==> src/rtl/input_port_pkg.sv <==
// Shared types and sizing helpers for the CPMath input stage.
package cpmath_io_pkg;

    // Operand-capture FSM states.
    typedef enum logic [1:0] {
        ARM      = 2'd0,
        IDLE     = 2'd1,
        HOLD     = 2'd2,
        WAIT_REL = 2'd3
    } io_state_e;

    localparam int DEBOUNCE_CYCLES_DEF = 4;

    // Width of a counter that must be able to hold the value n.
    function automatic int cnt_width(input int n);
        return (n < 1) ? 1 : $clog2(n + 1);
    endfunction

    localparam int DEBOUNCE_CNT_W_DEF = cnt_width(DEBOUNCE_CYCLES_DEF);

endpackage

==> src/rtl/input_port_if.sv <==
// Operand handshake between the input stage (master) and the control unit (slave).
interface input_port_if;
    logic        in_req;
    logic        in_ack;
    logic        in_valid;
    logic [31:0] in_data;

    modport master (
        input  in_req,
        input  in_ack,
        output in_valid,
        output in_data
    );

    modport slave (
        output in_req,
        output in_ack,
        input  in_valid,
        input  in_data
    );
endinterface

==> src/rtl/input_port_sync_debounce.sv <==
// Button conditioning: 2-flop synchroniser, active-high normalisation and
// a consecutive-mismatch debounce counter driving the debounced level.
module sync_debounce
    import cpmath_io_pkg::*;
#(
    parameter int DEBOUNCE_CYCLES = DEBOUNCE_CYCLES_DEF,
    parameter bit ACTIVE_LOW      = 1'b1
) (
    input  logic clk,
    input  logic reset,
    input  logic btn_raw_i,
    output logic btn_n_o,
    output logic pressed_o,
    output logic toggle_o
);

    localparam int              CNT_W    = cnt_width(DEBOUNCE_CYCLES);
    localparam logic [CNT_W-1:0] CNT_LAST = CNT_W'(DEBOUNCE_CYCLES - 1);
    localparam logic            REL_LVL  = ACTIVE_LOW ? 1'b1 : 1'b0;

    logic             s1_q, s2_q;
    logic [CNT_W-1:0] cnt_q, cnt_d;
    logic             pressed_q, pressed_d;
    logic             btn_n;
    logic             toggle;

    // Synchroniser comes out of reset at the released level.
    always_ff @(posedge clk or negedge reset) begin
        if (!reset) begin
            s1_q <= REL_LVL;
            s2_q <= REL_LVL;
        end else begin
            s1_q <= btn_raw_i;
            s2_q <= s1_q;
        end
    end

    assign btn_n = ACTIVE_LOW ? ~s2_q : s2_q;

    // Toggle fires on the edge that completes a full window of mismatches,
    // so the consumer can act on the same edge that updates pressed.
    always_comb begin
        toggle    = 1'b0;
        cnt_d     = '0;
        pressed_d = pressed_q;
        if (btn_n != pressed_q) begin
            if (cnt_q == CNT_LAST) begin
                toggle    = 1'b1;
                pressed_d = ~pressed_q;
            end else begin
                cnt_d = cnt_q + CNT_W'(1);
            end
        end
    end

    // Debounce counter and accepted level.
    always_ff @(posedge clk or negedge reset) begin
        if (!reset) begin
            cnt_q     <= '0;
            pressed_q <= 1'b0;
        end else begin
            cnt_q     <= cnt_d;
            pressed_q <= pressed_d;
        end
    end

    assign btn_n_o   = btn_n;
    assign pressed_o = pressed_q;
    assign toggle_o  = toggle;

endmodule

==> src/rtl/input_port.sv <==
// Input stage for the CPMath `input` instruction: synchronises the switch
// bank, debounces the enter button and hands one operand per press to the
// control unit under a valid/ack handshake.
//
// state    | meaning
// ---------+-----------------------------------------------------------
// ARM      | after reset; waits for a confirmed, stable released button
// IDLE     | ready; a rising press captures if in_req, else is skipped
// HOLD     | operand captured and valid; leaves on in_ack
// WAIT_REL | press already handled; waits for the debounced release
module input_port
    import cpmath_io_pkg::*;
#(
    parameter int DEBOUNCE_CYCLES = DEBOUNCE_CYCLES_DEF,
    parameter bit BTN_ACTIVE_LOW  = 1'b1
) (
    input  logic         clk,
    input  logic         reset,
    input  logic [15:0]  switch,
    input  logic         btn_enter,
    input_port_if.master io,
    output logic         overrun,
    output logic         pressed
);

    // ARM needs extra edges on its first window so the synchroniser's
    // reset value cannot pass for a released button held through reset.
    localparam int               ARM_W      = cnt_width(DEBOUNCE_CYCLES + 2);
    localparam logic [ARM_W-1:0] ARM_INIT   = ARM_W'(DEBOUNCE_CYCLES + 2);
    localparam logic [ARM_W-1:0] ARM_RELOAD = ARM_W'(DEBOUNCE_CYCLES);

    logic [15:0]      sw_s1_q, sw_s2_q;
    logic             btn_n;
    logic             btn_tgl;
    logic             pressed_w;
    logic             rise, fall, pressed_nxt;
    logic             ack;
    logic             clean;

    io_state_e        state_q, state_d;
    logic             valid_q, valid_d;
    logic [31:0]      data_q, data_d;
    logic             overrun_q, overrun_d;
    logic             pend_q, pend_d;
    logic [ARM_W-1:0] arm_cnt_q, arm_cnt_d;

    sync_debounce #(
        .DEBOUNCE_CYCLES (DEBOUNCE_CYCLES),
        .ACTIVE_LOW      (BTN_ACTIVE_LOW)
    ) u_btn (
        .clk       (clk),
        .reset     (reset),
        .btn_raw_i (btn_enter),
        .btn_n_o   (btn_n),
        .pressed_o (pressed_w),
        .toggle_o  (btn_tgl)
    );

    // Plain 2-flop synchroniser for the switch bank.
    always_ff @(posedge clk or negedge reset) begin
        if (!reset) begin
            sw_s1_q <= '0;
            sw_s2_q <= '0;
        end else begin
            sw_s1_q <= switch;
            sw_s2_q <= sw_s1_q;
        end
    end

    assign rise        = btn_tgl & ~pressed_w;
    assign fall        = btn_tgl &  pressed_w;
    assign pressed_nxt = pressed_w ^ btn_tgl;
    assign ack         = io.in_ack & valid_q;
    assign clean       = ~btn_n & ~pressed_w;

    // Next-state and handshake logic; ack is honoured in every state and
    // takes priority over a press confirmed on the same edge.
    always_comb begin
        state_d   = state_q;
        valid_d   = valid_q & ~io.in_ack;
        data_d    = data_q;
        overrun_d = overrun_q | (rise & valid_q & ~ack);
        pend_d    = 1'b0;
        arm_cnt_d = arm_cnt_q;

        case (state_q)
            ARM: begin
                if (!clean) begin
                    arm_cnt_d = ARM_RELOAD;
                end else if (arm_cnt_q == ARM_W'(1)) begin
                    state_d = IDLE;
                end else begin
                    arm_cnt_d = arm_cnt_q - ARM_W'(1);
                end
            end
            IDLE: begin
                // pend_q replays a press that arrived on an ack edge in HOLD.
                if ((rise || pend_q) && !valid_q) begin
                    if (io.in_req) begin
                        data_d  = {16'b0, sw_s2_q};
                        valid_d = 1'b1;
                        state_d = HOLD;
                    end else begin
                        state_d = pressed_nxt ? WAIT_REL : IDLE;
                    end
                end
            end
            HOLD: begin
                if (ack) begin
                    if (rise) begin
                        pend_d  = 1'b1;
                        state_d = IDLE;
                    end else begin
                        state_d = pressed_nxt ? WAIT_REL : IDLE;
                    end
                end
            end
            WAIT_REL: begin
                if (fall) begin
                    state_d = IDLE;
                end
            end
            default: begin
                state_d = ARM;
            end
        endcase
    end

    // FSM state register.
    always_ff @(posedge clk or negedge reset) begin
        if (!reset) begin
            state_q <= ARM;
        end else begin
            state_q <= state_d;
        end
    end

    // Operand, handshake and bookkeeping registers.
    always_ff @(posedge clk or negedge reset) begin
        if (!reset) begin
            valid_q   <= 1'b0;
            data_q    <= '0;
            overrun_q <= 1'b0;
            pend_q    <= 1'b0;
            arm_cnt_q <= ARM_INIT;
        end else begin
            valid_q   <= valid_d;
            data_q    <= data_d;
            overrun_q <= overrun_d;
            pend_q    <= pend_d;
            arm_cnt_q <= arm_cnt_d;
        end
    end

    assign io.in_valid = valid_q;
    assign io.in_data  = data_q;
    assign overrun     = overrun_q;
    assign pressed     = pressed_w;

endmodule

==> src/flat_wrapper.sv <==
// flat-port wrapper written by rule: the top's interface ports become plain ports
module input_port_flat import cpmath_io_pkg::*;
#(
    parameter int DEBOUNCE_CYCLES = DEBOUNCE_CYCLES_DEF,
    parameter bit BTN_ACTIVE_LOW  = 1'b1
)
  (clk, reset, switch, btn_enter, overrun, pressed, io_in_req, io_in_ack, io_in_valid, io_in_data);
  input_port_if io_i ();
  input  logic clk;
  input  logic reset;
  input  logic [15:0] switch;
  input  logic btn_enter;
  output logic overrun;
  output logic pressed;
  input wire logic [$bits(io_i.in_req)-1:0] io_in_req;
  input wire logic [$bits(io_i.in_ack)-1:0] io_in_ack;
  output wire logic [$bits(io_i.in_valid)-1:0] io_in_valid;
  output wire logic [$bits(io_i.in_data)-1:0] io_in_data;
  assign io_i.in_req = io_in_req;
  assign io_i.in_ack = io_in_ack;
  assign io_in_valid = io_i.in_valid;
  assign io_in_data = io_i.in_data;
  input_port #(.DEBOUNCE_CYCLES(DEBOUNCE_CYCLES), .BTN_ACTIVE_LOW(BTN_ACTIVE_LOW)) u_core (.clk(clk), .reset(reset), .switch(switch), .btn_enter(btn_enter), .io(io_i), .overrun(overrun), .pressed(pressed));
endmodule
==> config.mk <==
export PLATFORM = sky130hd
export DESIGN_NAME = input_port_flat
export DESIGN_NICKNAME = d
export VERILOG_FILES = /design/src/rtl/input_port_pkg.sv /design/src/rtl/input_port_if.sv /design/src/rtl/input_port_sync_debounce.sv /design/src/rtl/input_port.sv /design/src/flat_wrapper.sv
export SDC_FILE = /design/constraint.sdc
export NUM_CORES = 1
export LEC_CHECK = 0
export CORE_MARGIN = 2
export CORE_UTILIZATION = 46
export DETAILED_ROUTE_END_ITERATION = 7
export PLACE_DENSITY_LB_ADDON = 0.2
export RECOVER_POWER = 25
export SYNTH_ARGS = -nofsm -noshare
export SYNTH_HDL_FRONTEND = slang
export SYNTH_SLANG_ARGS = --single-unit
==> constraint.sdc <==
create_clock -name clk -period 2.63 [get_ports clk]
set_input_delay 0.526 -clock clk [delete_from_list [all_inputs] [get_ports clk]]
set_output_delay 0.526 -clock clk [all_outputs]
set_load 0.01 [all_outputs]
Word level (Yosys, flattened, before mapping)
Cells that the tools add are included.
{"block": "word_totals", "reg_bits": 62, "inputBits": 21, "output_inout_bits": 35, "word_cells": 68}
{"block": "op_classes", "n_addsub": 2, "n_eq_ne": 12, "muxes": 21, "bitwise_logic": 13, "n_reduce_logical": 8}
{"cell": "$mux 2", "count": 8}
{"cell": "$mux 3", "count": 4}
{"cell": "$ne 2x1->1 const B", "count": 5}
{"cell": "$mux 1", "count": 8}
{"cell": "$pmux 2 s4", "count": 1}
{"cell": "$and 1x1->1", "count": 7}
{"cell": "$reduce_and 5->1", "count": 1}
{"cell": "$eq 2x2->1 const B", "count": 2}
{"cell": "$not 1->1", "count": 4}
{"cell": "$reduce_and 2->1", "count": 2}
{"cell": "$add 3x1->3 const B", "count": 1}
{"cell": "$eq 3x1->1 const B", "count": 1}
{"cell": "$eq 3x2->1 const B", "count": 1}
{"cell": "$reduce_and 3->1", "count": 1}
{"cell": "$sub 3x1->3 const B", "count": 1}
{"cell": "$eq 2x1->1 const B", "count": 1}
{"cell": "$logic_not 2->1", "count": 1}
{"cell": "$ne 2x2->1 const B", "count": 1}
{"cell": "$logic_and 1x1->1", "count": 1}
{"cell": "$logic_not 1->1", "count": 1}
{"cell": "$logic_or 1x1->1", "count": 1}
{"cell": "$ne 1x1->1", "count": 1}
{"cell": "$or 1x1->1", "count": 1}
{"cell": "$xor 1x1->1", "count": 1}

Depth between registers and ports, before layout
{"block": "logic_depth", "word_depth": 8, "mapped_depth": 8, "ltp_nobuf": 6}

By module
From an unflattened synthesis, not the netlist that was laid out.
{"block": "hier_totals", "cells_unflattened": 153, "hier_area_um2": 2348.5}
{"module": "input_port", "n_inst": 1, "cells_each": 137, "area_each_um2": 2112.0, "seq_area_each_um2": 1403.8}
{"module": "sync_debounce", "n_inst": 1, "cells_each": 16, "area_each_um2": 236.5, "seq_area_each_um2": 152.6}

Least setup slack after synthesis
Ideal clock, no wire load.
{"block": "synth_path", "path_kind": "register -> register", "startpoint": "reg u_core.u_btn.pressed_q, in the netlist u_core.u_btn.pressed_o", "endpoint": "reg u_core.data_q[10], in the netlist u_core.io.in_data[10]", "setup_time_ns": 0.125, "t_arrival_ns": 1.867, "t_required_ns": 2.505, "path_slack_ns": 0.637, "path_stages_with_launch": 9, "n_path_buf": 2, "synth_period_minus_slack_ns": 1.993, "path_cell_list": "dfrtp_1 > inv_1 > ha_1 > nand4bb_1 > a21oi_1 > and3_1 > buf_6 > buf_12 > mux2_4"}
{"block": "synth_between", "elab_chain_cells": 6, "word_cells_on_any_way": 7, "cone_classes": "eq/ne: 1; mux: 1; bitwise: 2; reduce/logical: 3"}
{"item": "start: declaration", "line": "input_port_sync_debounce.sv:23", "source": "logic pressed_q, pressed_d;"}
{"item": "start signal: assignment", "line": "input_port_sync_debounce.sv:63", "source": "pressed_q <= pressed_d;"}
{"item": "$ne 1x1->1", "line": "input_port_sync_debounce.sv:46", "source": "if (btn_n != pressed_q) begin"}
{"item": "$mux 1", "line": "input_port_sync_debounce.sv:46"}
{"item": "$and 1x1->1 *", "line": "input_port.sv:70", "source": "assign rise = btn_tgl & ~pressed_w;"}
{"item": "$logic_or 1x1->1 *", "line": "input_port.sv:98", "source": "if ((rise || pend_q) && !valid_q) begin"}
{"item": "$logic_and 1x1->1 *", "line": "input_port.sv:98"}
{"item": "$reduce_and 3->1 (no line) *"}
{"item": "end signal: assignment", "line": "input_port.sv:148", "source": "data_q <= data_d;"}
{"item": "end: declaration", "line": "input_port.sv:42", "source": "logic [31:0] data_q, data_d;"}
Every way passes the cells marked *; elsewhere a longest branch is shown, timed or not.
A chain may end at the register's enable or synchronous reset.

Worst setup path after layout
{"block": "layout_path", "startpoint": "reg u_core.u_btn.pressed_q, in the netlist u_core.u_btn.pressed_o", "endpoint": "reg u_core.data_q[0], in the netlist u_core.io.in_data[0]"}
The elaborated chain is that of the path after synthesis.

==> qor.yml <==
portBuffers: 39
synth_top_family_by_area: "multiplexers"
cts-hold-fix-buffers: 0
routed_via_density: 4.58
place_hpwl_mm: 2.73
hold_end: "u_core.sw_s2_q[5]"
setup_ws_ns: 0.434
antenna_found_initial: 0
crit_fanout: 17
relSlewSlack_pct: 28.9
synth-seq-cells: 62
final_layout_size_suffix_gt1_share_pct: 20.0
rsz0062_at_grt: "false"
criticalPathCategory: "reg -> reg"
grtUsageTotal_pct: 16.1
arrival_ns: 2.41
ir_drop_mv: 0.614
hold_class: "reg -> reg"
powerDensity_nw_per_um2: 929
syn2layout_area_growth_pct: 26.4
initial_core_util_pct: 48.2
finalHoldViolations: 0
gp_congestion: 0.899
drt_iter0_markers: 75
postRouteAntennaNets: 0
syn_area_um2: 2310
p_leak_nw: 1.37
yosysWarnings: 0
hold_depth: 0
crit_chain: "inv_1 > ha_1 > nand4bb_1 > a21oi_1 > and3_1 > buf_4 > mux2_2"
max_slew.worst_pin.slew_ns: 1.07
dieArea_um2: 5600
core_area_um2: 4790
die_x_um: 74.8
holdWs_ns: 0.347
cts.repair.resized: 0
status: "completed"
cts_tree: "done"
cts_root_buf: "clkbuf_8"
grt_pass1_vias: 1379
hp-start: "u_core.sw_s1_q[5]"
netlist_instances: 155
setup_tns_ns: 0
fin_crit_sh_pct: 83.5
overflow: 0
routed-via-count: 1270
num_antenna_cells: 0
n_fill_cell: 366
wl_per_cell_um: 13.7
synth_fa_ha_area_share_pct: 4.34
critPathSlowestCell: "dfrtp_1"
maxCapViolations: 0
start_kind: "flop"
r2r_end: "u_core.io.in_data[0]"
reg2reg_from: "u_core.u_btn.pressed_o"
htreeDepth: 3
fmaxAchievable_ghz: 0.455
io_pins: 56
slew_viol_final: 0
final_nets: 234
rows: 25
max_stage_delay_ns: 0.44
clock_skew_ns: 0.0111
wl_mm: 3.78
synthSimpleGateAreaFrac_pct: 5.70
yosysSeqAreaShare_pct: 67.5
regToRegSetupSlack_ns: 0.43
clk_latency_ns: 0.34
cts_buffers: 9
clk_path_buf_depth: 2
synth.avg_cell_area_um2: 14.9
min_period_ns: 2.20
synthMuxAreaShare_pct: 10.3
worstSetupEndpointType: "flop"
postCtsSetupRepairBufs: 0
setup-violations-final: 0
synth_compound_area_share_pct: 3.69
crit_required_ns: 2.85
die_h_um: 74.8
drtPass1Iterations: 4
place_ws_ns: 0.462
multi_input_area_um2: 613
grt_max_degree: 31
total_power_w: 0.00271
register_area_um2: 1560
cts.sinks: 62
path_clk_slew_ns: 0.06
r2r.worst_path.cells: 7
grt_pass1_wl_mm: 6.40
synth_xor_area_share_pct: 0
drcViolationCount: 0
synth_cell_types: 28
cell usage in the layout, fill, tap and decap left out, types with 2 or more instances in the layout:
master,netlist,routed
dfrtp_1,58,58
clkdlybuf4s50_1,0,38
conb_1,1,16
nand2_1,12,12
inv_1,11,11
mux2_2,9,9
mux2_4,9,9
clkbuf_8,0,9
ha_1,8,8
dfstp_2,4,4
nor2_1,3,3
o21ai_0,3,3
buf_4,16,3
nand2b_1,2,2
and3_1,2,2
nand3b_1,2,2
o31ai_1,2,2
bufinv_16,0,2
clkinv_2,0,2
clkbuf_1,0,2
stage by stage:
| stage | utilization, % | instances | instance area (um2) |
|---|---|---|---|
| final | 60.9 | 277 | 2920 |
| after global routing | 60.9 | 277 | 2920 |
| after CTS | 60.9 | 277 | 2920 |
| after detailed placement | 56.5 | 261 | 2700 |
| after global placement | 56.5 | 261 | 2700 |
| after floorplan | - | 170 | 2360 |
layout make-up:
cell class                 instances  share of cell area (%)
tap                               67                    2.88
timing repair buffer              42                    13.9
multi-input combinational         79                    21.0
clock buffer                      10                    4.38
inverter                          11                    1.42
sequential                        62                    53.4
clock inverter                     6                    2.96
sequential cells by signal (all words and copies together) (netlist names):
name                    cells
u_core.arm_cnt_q            3
u_core.io.in_data          16
u_core.io.in_valid          1
u_core.overrun              1
u_core.pend_q               1
u_core.state_q              2
u_core.sw_s1_q             16
u_core.sw_s2_q             16
u_core.u_btn.cnt_q          3
u_core.u_btn.pressed_o      1
u_core.u_btn.s1_q           1
u_core.u_btn.s2_q           1
synth_stat cells, drive strengths merged:
master	instances	share of area [%]
o2111ai	1	0.38
dfrtp	58	63
nand4bb	1	0.49
o211ai	1	0.33
o31ai	2	0.65
nand3	1	0.22
nand3b	2	0.65
nor4	1	0.27
o21ai	3	0.65
nand2b	2	0.54
nor2	3	0.49
nand2	12	2.0
conb	1	0.16
and4bb	1	0.54
buf	18	6.6
a21oi	1	0.22
a211o	1	0.38
dfstp	4	4.6
and3	2	0.54
a21boi	1	0.33
a22o	1	0.38
a21o	1	0.38
inv	11	1.8
mux2	18	10
ha	8	4.3
logic make-up (layout without fill, tap and decap cells):
group | after synthesis | in the layout
buffers and inverters | 29 | 69
and+or+nand+nor | 25 | 25
other | 1 | 16
AOI/OAI and AO/OA | 12 | 12
adders and majority gates | 8 | 8
muxes | 18 | 18
DFF | 62 | 62
critical path, delay by kind of cell, from the launching register on:
family                     cells  cell delay, ns
adders and majority gates      1            0.36
DFF                            1            0.44
buffers and inverters          2            0.38
and+or+nand+nor                2            0.32
muxes                          1            0.37
AOI/OAI and AO/OA              1            0.19
per-layer routing:
| metal | wire [um] | share of wire [%] | GRT usage [%] |
|---|---|---|---|
| met1 | 1570 | 41 | 19.4 |
| met2 | 1920 | 51 | 25.3 |
| met3 | 245 | 6.5 | 6.43 |
| met4 | 53 | 1.4 | 8.33 |
| met5 | 0 | 0 | 0 |
how the worst max path moves through the flow:
stage | startpoint | slack [ns] | to | cells after the start
detailed placement | u_core.u_btn.pressed_o | 0.46 | u_core.io.in_data[0] | 7
CTS | u_core.u_btn.pressed_o | 0.44 | u_core.io.in_data[0] | 7
floorplan | u_core.u_btn.pressed_o | 0.64 | u_core.io.in_data[10] | 8
global placement | u_core.u_btn.pressed_o | 0.58 | u_core.io.in_data[5] | 7
global route | u_core.u_btn.pressed_o | 0.35 | u_core.io.in_data[2] | 7
finish | u_core.u_btn.pressed_o | 0.43 | u_core.io.in_data[0] | 7
report_power, final:
group / leakage (nW) / internal, W / switching, W
sequential: 0.758 / 0.00111 / 0.0000917
clock: 0.106 / 0.000531 / 0.000359
combinational: 0.504 / 0.000344 / 0.000274
total: 1.37 / 0.00198 / 0.000725
(Power assumes the default switching activity.)
